File: src/rtl/serv_ibus_pkg.sv
// rtl/serv_ibus_pkg.sv - shared types and state encoding for the ibus prefetcher
package serv_ibus_pkg;

    localparam int WORD_AW = 30;

    localparam logic [1:0] ST_IDLE     = 2'd0;
    localparam logic [1:0] ST_DEMAND   = 2'd1;
    localparam logic [1:0] ST_PREFETCH = 2'd2;

    typedef logic [WORD_AW-1:0] wadr_t;

endpackage

File: src/rtl/serv_ibus_pfbuf.sv
// rtl/serv_ibus_pfbuf.sv - one-entry prefetch buffer with word-address hit compare
module serv_ibus_pfbuf
    import serv_ibus_pkg::*;
(
    input  logic        i_clk,
    input  logic        i_rst_n,
    input  logic        i_load,
    input  logic        i_inval,
    input  wadr_t       i_adr,
    input  logic [31:0] i_dat,
    input  wadr_t       i_cmp_adr,
    output logic        o_hit,
    output wadr_t       o_adr,
    output logic [31:0] o_dat
);

    logic buf_valid;

    // Invalidate wins so a flush can never be overtaken by a same-cycle fill.
    always_ff @(posedge i_clk or negedge i_rst_n) begin
        if (!i_rst_n) begin
            buf_valid <= 1'b0;
            o_adr     <= '0;
            o_dat     <= '0;
        end else if (i_inval) begin
            buf_valid <= 1'b0;
        end else if (i_load) begin
            buf_valid <= 1'b1;
            o_adr     <= i_adr;
            o_dat     <= i_dat;
        end
    end

    assign o_hit = buf_valid && (o_adr == i_cmp_adr);

endmodule

File: src/rtl/serv_ibus_prefetch.sv
// rtl/serv_ibus_prefetch.sv - one-entry sequential instruction prefetcher on the Wishbone ibus
module serv_ibus_prefetch
    import serv_ibus_pkg::*;
#(
    parameter bit WITH_PREFETCH = 1'b1
) (
    input  logic        i_clk,
    input  logic        i_rst_n,
    input  logic [31:0] i_cpu_adr,
    input  logic        i_cpu_cyc,
    output logic [31:0] o_cpu_rdt,
    output logic        o_cpu_ack,
    input  logic        i_flush,
    output logic [31:0] o_wb_adr,
    output logic        o_wb_cyc,
    input  logic [31:0] i_wb_rdt,
    input  logic        i_wb_ack
);

    logic [1:0]  state;
    logic        match;
    logic        discard;
    logic        buf_hit;
    wadr_t       buf_adr;
    logic [31:0] buf_dat;

    wadr_t cpu_wadr;
    wadr_t wb_wadr;
    wadr_t wb_wadr_inc;
    wadr_t buf_adr_inc;
    logic  req;
    logic  hit;
    logic  pf_match;
    logic  match_nxt;
    logic  discard_nxt;
    logic  buf_load;
    logic  buf_inval;

    assign cpu_wadr    = i_cpu_adr[31:2];
    assign wb_wadr     = o_wb_adr[31:2];
    assign wb_wadr_inc = wb_wadr + 30'd1;
    assign buf_adr_inc = buf_adr + 30'd1;

    // The core still holds its request during the ack cycle; that is not a new fetch.
    assign req         = i_cpu_cyc && !o_cpu_ack;
    assign hit         = req && buf_hit && !i_flush;
    assign pf_match    = req && (cpu_wadr == wb_wadr);
    assign match_nxt   = match || pf_match;
    assign discard_nxt = discard || i_flush || (req && !pf_match);

    assign buf_load  = (state == ST_PREFETCH) && i_wb_ack && !discard_nxt && !match_nxt;
    assign buf_inval = i_flush || ((state == ST_IDLE) && req);

    serv_ibus_pfbuf u_pfbuf (
        .i_clk     (i_clk),
        .i_rst_n   (i_rst_n),
        .i_load    (buf_load),
        .i_inval   (buf_inval),
        .i_adr     (wb_wadr),
        .i_dat     (i_wb_rdt),
        .i_cmp_adr (cpu_wadr),
        .o_hit     (buf_hit),
        .o_adr     (buf_adr),
        .o_dat     (buf_dat)
    );

    always_ff @(posedge i_clk or negedge i_rst_n) begin
        if (!i_rst_n) begin
            state     <= ST_IDLE;
            match     <= 1'b0;
            discard   <= 1'b0;
            o_cpu_ack <= 1'b0;
            o_cpu_rdt <= '0;
            o_wb_cyc  <= 1'b0;
            o_wb_adr  <= '0;
        end else begin
            o_cpu_ack <= 1'b0;
            case (state)
                ST_IDLE: begin
                    if (hit) begin
                        o_cpu_ack <= 1'b1;
                        o_cpu_rdt <= buf_dat;
                        if (WITH_PREFETCH) begin
                            state    <= ST_PREFETCH;
                            o_wb_cyc <= 1'b1;
                            o_wb_adr <= {buf_adr_inc, 2'b00};
                        end
                    end else if (req) begin
                        state    <= ST_DEMAND;
                        o_wb_cyc <= 1'b1;
                        o_wb_adr <= {cpu_wadr, 2'b00};
                    end
                end
                ST_DEMAND: begin
                    if (i_wb_ack) begin
                        o_cpu_ack <= 1'b1;
                        o_cpu_rdt <= i_wb_rdt;
                        if (WITH_PREFETCH) begin
                            state    <= ST_PREFETCH;
                            o_wb_adr <= {wb_wadr_inc, 2'b00};
                        end else begin
                            state    <= ST_IDLE;
                            o_wb_cyc <= 1'b0;
                        end
                    end
                end
                ST_PREFETCH: begin
                    match   <= match_nxt;
                    discard <= discard_nxt;
                    // The bus cycle is never aborted; the decision is taken when it completes.
                    if (i_wb_ack) begin
                        match   <= 1'b0;
                        discard <= 1'b0;
                        if (discard_nxt) begin
                            if (req) begin
                                state    <= ST_DEMAND;
                                o_wb_adr <= {cpu_wadr, 2'b00};
                            end else begin
                                state    <= ST_IDLE;
                                o_wb_cyc <= 1'b0;
                            end
                        end else if (match_nxt) begin
                            o_cpu_ack <= 1'b1;
                            o_cpu_rdt <= i_wb_rdt;
                            o_wb_adr  <= {wb_wadr_inc, 2'b00};
                        end else begin
                            state    <= ST_IDLE;
                            o_wb_cyc <= 1'b0;
                        end
                    end
                end
                default: begin
                    state    <= ST_IDLE;
                    o_wb_cyc <= 1'b0;
                end
            endcase
        end
    end

endmodule

File: config.mk
export PLATFORM = sky130hd
export DESIGN_NAME = serv_ibus_prefetch
export DESIGN_NICKNAME = d
export VERILOG_FILES = /design/src/rtl/serv_ibus_pkg.sv /design/src/rtl/serv_ibus_pfbuf.sv /design/src/rtl/serv_ibus_prefetch.sv
export SDC_FILE = /design/constraint.sdc
export NUM_CORES = 1
export LEC_CHECK = 0
export CAP_MARGIN = 20
export CORE_ASPECT_RATIO = 1.1
export CORE_MARGIN = 5
export CORE_UTILIZATION = 50
export DETAILED_ROUTE_END_ITERATION = 10
export GPL_TIMING_DRIVEN = 0
export PLACE_DENSITY = 0.89
export SLEW_MARGIN = 20
export SYNTH_ARGS = -nofsm -noshare
export SYNTH_HDL_FRONTEND = slang
export SYNTH_SLANG_ARGS = --single-unit
File: constraint.sdc
create_clock -name i_clk -period 2.5 [get_ports i_clk]
set_input_delay 0.5 -clock i_clk [delete_from_list [all_inputs] [get_ports i_clk]]
set_output_delay 0.5 -clock i_clk [all_outputs]
set_load 0.01 [all_outputs]
; ---- Word level (Yosys, flattened, before mapping)
; Cells that the tools add are included.
[totals]
ff_bits = 133
output_inout_bits = 66
[op_classes]
addsub = 2
n_eq_ne = 13
muxes = 38
bitwise = 2
n_reduce_logical = 27
[op_table]
columns = op, count
row1 = $mux W32, 11
row2 = $pmux W32 S3, 2
row3 = $add A30 B1 Y30 const B, 2
row4 = $eq A30 B30 Y1, 2
row5 = $mux W1, 16
row6 = $mux W2, 6
row7 = $ne A3 B3 Y1 const B, 4
row8 = $logic_and A1 B1 Y1, 10
row9 = $ne A2 B2 Y1 const B, 5
row10 = $reduce_and A4 Y1, 2
row11 = $pmux W1 S3, 2
row12 = $pmux W2 S3, 1
row13 = $reduce_and A6 Y1, 1
row14 = $logic_not A1 Y1, 5
row15 = $reduce_and A5 Y1, 1
row16 = $logic_or A1 B1 Y1, 4
row17 = $reduce_bool A3 Y1, 1
row18 = $eq A2 B1 Y1 const B, 1
row19 = $eq A2 B2 Y1 const B, 1
row20 = $logic_not A2 Y1, 1
row21 = $not A1 Y1, 2
row22 = $reduce_and A2 Y1, 1
row23 = $reduce_bool A2 Y1, 1

; ---- Depth between registers and ports, before layout
[depth]
depth_word = 11
depth_mapped = 10
depth_no_buf = 9

; ---- By module
; From an unflattened synthesis, not the netlist that was laid out.
[hier_totals]
cells_unflattened = 922
area_unflattened_um2 = 8972.4
[modules_own_cells]
columns = mod, instances, cells_each, area_per_inst_um2, seq_area_each_um2
row1 = serv_ibus_prefetch, 1, 747, 6317.3, 1751.7
row2 = serv_ibus_pfbuf, 1, 175, 2655.0, 1576.5

; ---- Least setup slack after synthesis
; No wires, ideal clock.
[synth_path]
path_kind = flip-flop to flip-flop
startpoint = reg o_wb_adr[2]
endpoint = reg o_wb_adr[30]
setup_time_ps = 87
t_arrival_ps = 2378
required_time_ps = 2413
setup_slack_ps = 35
stages_incl_launch_ff = 10
period_less_slack_ps = 2465
cell_sequence = dfrtp_1 -> ha_1 -> nand4_4 -> nor4_4 -> nand3_2 -> or2_1 -> clkbuf_2 -> or3_1 -> o221a_1 -> o211ai_1
[synth_between]
elab_chain_cells = 8
[synth_lines]
columns = element, line_no
row1 = "start, declared", serv_ibus_prefetch.sv:14  ; output logic [31:0] o_wb_adr,
row2 = "start signal, assigned", serv_ibus_prefetch.sv:86  ; o_wb_adr <= {buf_adr_inc, 2'b00};
row3 = "start signal, assigned", serv_ibus_prefetch.sv:91  ; o_wb_adr <= {cpu_wadr, 2'b00};
row4 = "start signal, assigned", serv_ibus_prefetch.sv:100  ; o_wb_adr <= {wb_wadr_inc, 2'b00};
row5 = branches (longest 8 deep; another with $add A30 B1 Y30), n/a
; Parallel ways; which one is timed is not known. The select of a mux whose other input is x is not followed.
; A chain may end at the register's enable or synchronous reset.

; ---- Worst setup path after layout
[layout_path]
startpoint = reg o_wb_adr[26]
endpoint = reg o_cpu_rdt[26]
[layout_between]
elab_chain_cells = 7
[layout_lines]
columns = element, line_no
row1 = $eq A30 B30 Y1 (*), serv_ibus_prefetch.sv:47  ; assign pf_match = req && (cpu_wadr == wb_wadr);
row2 = $logic_and A1 B1 Y1 (*), serv_ibus_prefetch.sv:47
row3 = $logic_not A1 Y1, serv_ibus_prefetch.sv:49  ; assign discard_nxt = discard || i_flush || (req && !pf_match);
row4 = $logic_and A1 B1 Y1, serv_ibus_prefetch.sv:49
row5 = $logic_or A1 B1 Y1, serv_ibus_prefetch.sv:49
row6 = $ne A2 B2 Y1 (no source line), n/a
row7 = $reduce_and A6 Y1 (no source line) (*), n/a
row8 = "end signal, assigned", serv_ibus_prefetch.sv:82  ; o_cpu_rdt <= buf_dat;
row9 = "end signal, assigned", serv_ibus_prefetch.sv:97  ; o_cpu_rdt <= i_wb_rdt;
row10 = "end signal, assigned", serv_ibus_prefetch.sv:124  ; o_cpu_rdt <= i_wb_rdt;
row11 = "end, declared", serv_ibus_prefetch.sv:11  ; output logic [31:0] o_cpu_rdt,
; Every way passes the cells marked *; elsewhere a longest branch is shown, timed or not.

==> run summary <==
Fmax -> 373 MHz
Crit. End Element -> flip-flop
row count -> 51
Seq/Total Area, Yosys -> 0.368
Commonest cells post-synth -> 133 x dfrtp_1, 95 x mux2_2, 71 x xnor2_1
vias in the first global route -> 8727
Cells after Synth -> 883
Flop pwr share -> 0.234
WP data required -> 2810 ps
Slowest cell on crit path -> dfrtp_1
Routed Antenna Nets -> 0
Place WS -> -1340 ps
time the worst path needs with I/O delays and setup -> 2680 ps
final instance area -> 12800 um2
clk buf depth -> 2
hold violation count in the final report -> 0
Syn. warnings -> 0
DR vias/cell -> 6.67
r2r setup slk -> -180 ps
final WL -> 35300 um
first-pass GRT wire length -> 50900 um
Yosys top cell by area -> dfrtp_1
Clk pin slew, worst setup/hold paths -> 70 ps
pin count of the biggest net entering global routing -> 91
worst vdd ir -> 751 uV
CP arrival -> 2990 ps
failing checks -> negative setup slack
Async SR Flop Fraction -> 1.00
GRT Total Usage -> 0.315
power share of the combinational group -> 0.624
Cell Area, Placed -> 10700 um2
CP peak stage delay -> 510 ps
share of cells above drive strength 1 -> 0.369
post-synthesis register bit count -> 133
Yosys top cell area share -> 0.368
Int Power -> 10.0 mW
P_sw -> 7.84 mW
Vias -> 8927
drc violations -> 0
Final Max Tran Viols -> 0
fin nets -> 1163
Syn Area/Cell -> 10.2 um2
Pre-antenna DRT Iters -> 7
ranking of synthesized cells by area -> dfrtp_1 37%, mux2_2 12%, xnor2_1 6.9%, mux2i_1 4.8%, mux2_1 4.4%
Post-synth EDFFs -> 0
Worst Path Max Fanout -> 8
post-route clock period utilization -> 1.07
LEAKAGE -> 5.42 nW
TritonCTS Sinks -> 133
Layout fillers -> 1236
drt initial violations -> 1181
total global routing overflow -> 0
clk_lat worst skew -> 440 ps
slack of the critical path -> -179 ps
# IOs -> 135
Final Core Density -> 0.722
total CTS buffers -> 17
GP Congestion -> 1.05
most frequent cell after synthesis -> dfrtp_1
# H-tree levels -> 4
Die ar. -> 20900 um2
DR WL/cell -> 26.4 um
crit path kind -> flip-flop to flip-flop
Hold Path Class -> flip-flop to flip-flop
Die Y -> 151 um
antenna violations before repair -> 0
area delta synth->final -> 41.7%
clk_skew -> 10.5 ps
status -> finished, violations left
Net Sw Frac -> 0.439
CTS tree -> yes
CP startpoint kind -> flip-flop
Rel. slew slack -> 0.474
Main synth FF type -> dfrtp_1
Synth cell types -> 78
starting density of the core -> 0.510
core area -> 17700 um2
Max-Cap Viols -> 0
syn nets -> 958
RSZ-0062 raised after global routing -> yes
PortBufs -> 132
hpwl dp -> 22300 um
crit-path cells -> xnor2_2, nand4_1, nor4_4, buf_6, a21oi_4, a21boi_4, and4_4, buf_12, clkbuf_16, mux2_1
Clk pwr share -> 0.142
Cell Pwr Density -> 1390 nW/um2
Die Wd -> 138 um
Final setup violation count -> 51
clk root buf -> clkbuf_16
antenna cell count -> 0
Synth Cell Area -> 9040 um2
worst-margin pin slew -> 781 ps
[per-layer routing]
metal  GRT usage  vias up  wire (um)
met4       0.202        0       2900
met3      0.0859      254       4100
li1            -     3680          -
met1       0.377     4221      12700
met5           0        -          0
met2       0.504      772      15700
[stage by stage]
stage / hold WS, ps / TNS [ps] / power (mW) / std cells
floorplan: 204 / 0 / 9.33 / 883
global placement: 465 / -710750 / 12.2 / 1253
detailed placement: 415 / -121530 / 12.4 / 1254
CTS: 489 / -1210 / 16.2 / 1309
global route: 502 / -11050 / 18.5 / 1339
finish: 488 / -5460 / 17.9 / 1339
[power groups by stage]
stage          Clock (mW)  Combinational (mW)  Sequential, mW
2_1_floorplan           0                5.37            3.96
3_3_place_gp            0                8.32            3.90
3_5_place_dp            0                8.48            3.96
4_1_cts              2.53                9.61            4.08
5_1_grt              2.62                11.6            4.29
6_report             2.53                11.1            4.18
[layout make-up]
cell class                 instances  area (um2)  share of cell area
clock inverter                    15         154              0.0120
multi-input combinational        666        6070               0.474
clock buffer                      17         425              0.0332
sequential                       133        3340               0.261
buffer                            57         547              0.0427
tap                              238         298              0.0232
timing repair buffer             198        1920               0.150
inverter                          15        56.3             0.00439
[final timing paths]
path                                           from  depth (start not counted)                   endpoint
max in group asynchronous                   i_rst_n                          3    o_wb_adr[3]$_DFFE_PN0P_
max                        o_wb_adr[26]$_DFFE_PN0P_                         10  o_cpu_rdt[26]$_DFFE_PN0P_
max reg2reg                o_wb_adr[26]$_DFFE_PN0P_                         10  o_cpu_rdt[26]$_DFFE_PN0P_
min                        o_cpu_rdt[0]$_DFFE_PN0P_                          1   o_cpu_rdt[0]$_DFFE_PN0P_
min reg2reg                o_cpu_rdt[0]$_DFFE_PN0P_                          1   o_cpu_rdt[0]$_DFFE_PN0P_
min in group asynchronous                   i_rst_n                          2    o_wb_adr[1]$_DFFE_PN0P_
[placed cells by master (no fill, tap or decap), types with 6 or more instances in the layout]
cell | netlist | final
dfrtp_1 | 133 | 121
clkdlybuf4s50_1 | 0 | 100
mux2_2 | 95 | 93
nand2_1 | 69 | 64
buf_4 | 4 | 60
mux2i_1 | 43 | 39
xnor2_1 | 71 | 36
nor2_1 | 36 | 34
nand4_1 | 33 | 33
xnor2_2 | 0 | 33
mux2_4 | 0 | 29
dlygate4sd2_1 | 0 | 29
nand3_1 | 26 | 23
clkbuf_16 | 0 | 20
a21oi_1 | 19 | 19
buf_6 | 2 | 19
xor2_1 | 18 | 18
o21ai_0 | 17 | 15
inv_1 | 14 | 13
dfrtp_2 | 0 | 12
nor3_1 | 12 | 11
o211ai_1 | 10 | 10
o22ai_1 | 11 | 10
o221ai_2 | 1 | 10
a31oi_1 | 10 | 10
clkbuf_2 | 3 | 9
nand2b_1 | 8 | 8
or3_1 | 8 | 8
buf_12 | 0 | 8
mux2_1 | 35 | 8
clkbuf_4 | 0 | 8
o221a_2 | 8 | 7
buf_2 | 32 | 7
and4_1 | 9 | 7
and3_1 | 6 | 6
nor4_4 | 3 | 6
inv_6 | 0 | 6
[cells by family after synthesis]
| family | synth area share |
|---|---|
| AO/OA/AOI/OAI | 0.125 |
| buffers and inverters | 0.0468 |
| adder cells (fa/ha/maj) | 0.00831 |
| flip-flops | 0.368 |
| XOR/XNOR | 0.0862 |
| AND/OR/NAND/NOR | 0.156 |
| multiplexers | 0.210 |
[worst max-delay path: cells and delay by family (launching register included)]
family | cells | cell delay (ps)
XOR/XNOR | 1 | 330
multiplexers | 1 | 330
AND/OR/NAND/NOR | 3 | 650
buffers and inverters | 3 | 480
AO/OA/AOI/OAI | 2 | 220
flip-flops | 1 | 510
[state kept, by name (all words and copies together) (netlist names)]
signal             flops
u_pfbuf.o_adr         30
o_wb_adr              32
o_cpu_rdt             32
discard                1
o_cpu_ack              1
u_pfbuf.buf_valid      1
u_pfbuf.o_dat         32
match                  1
o_wb_cyc               1
state                  2
[what timing repair did]
item,4_1_cts,5_1_grt
endpoints found under the hold margin,43,0
hold buffers,1,0
pin swaps,32,29
resized for setup,183,99
endpoints found under the setup margin,132,121
gates cloned,1,3
buffers inserted,31,30
(Power assumes the default switching activity.)
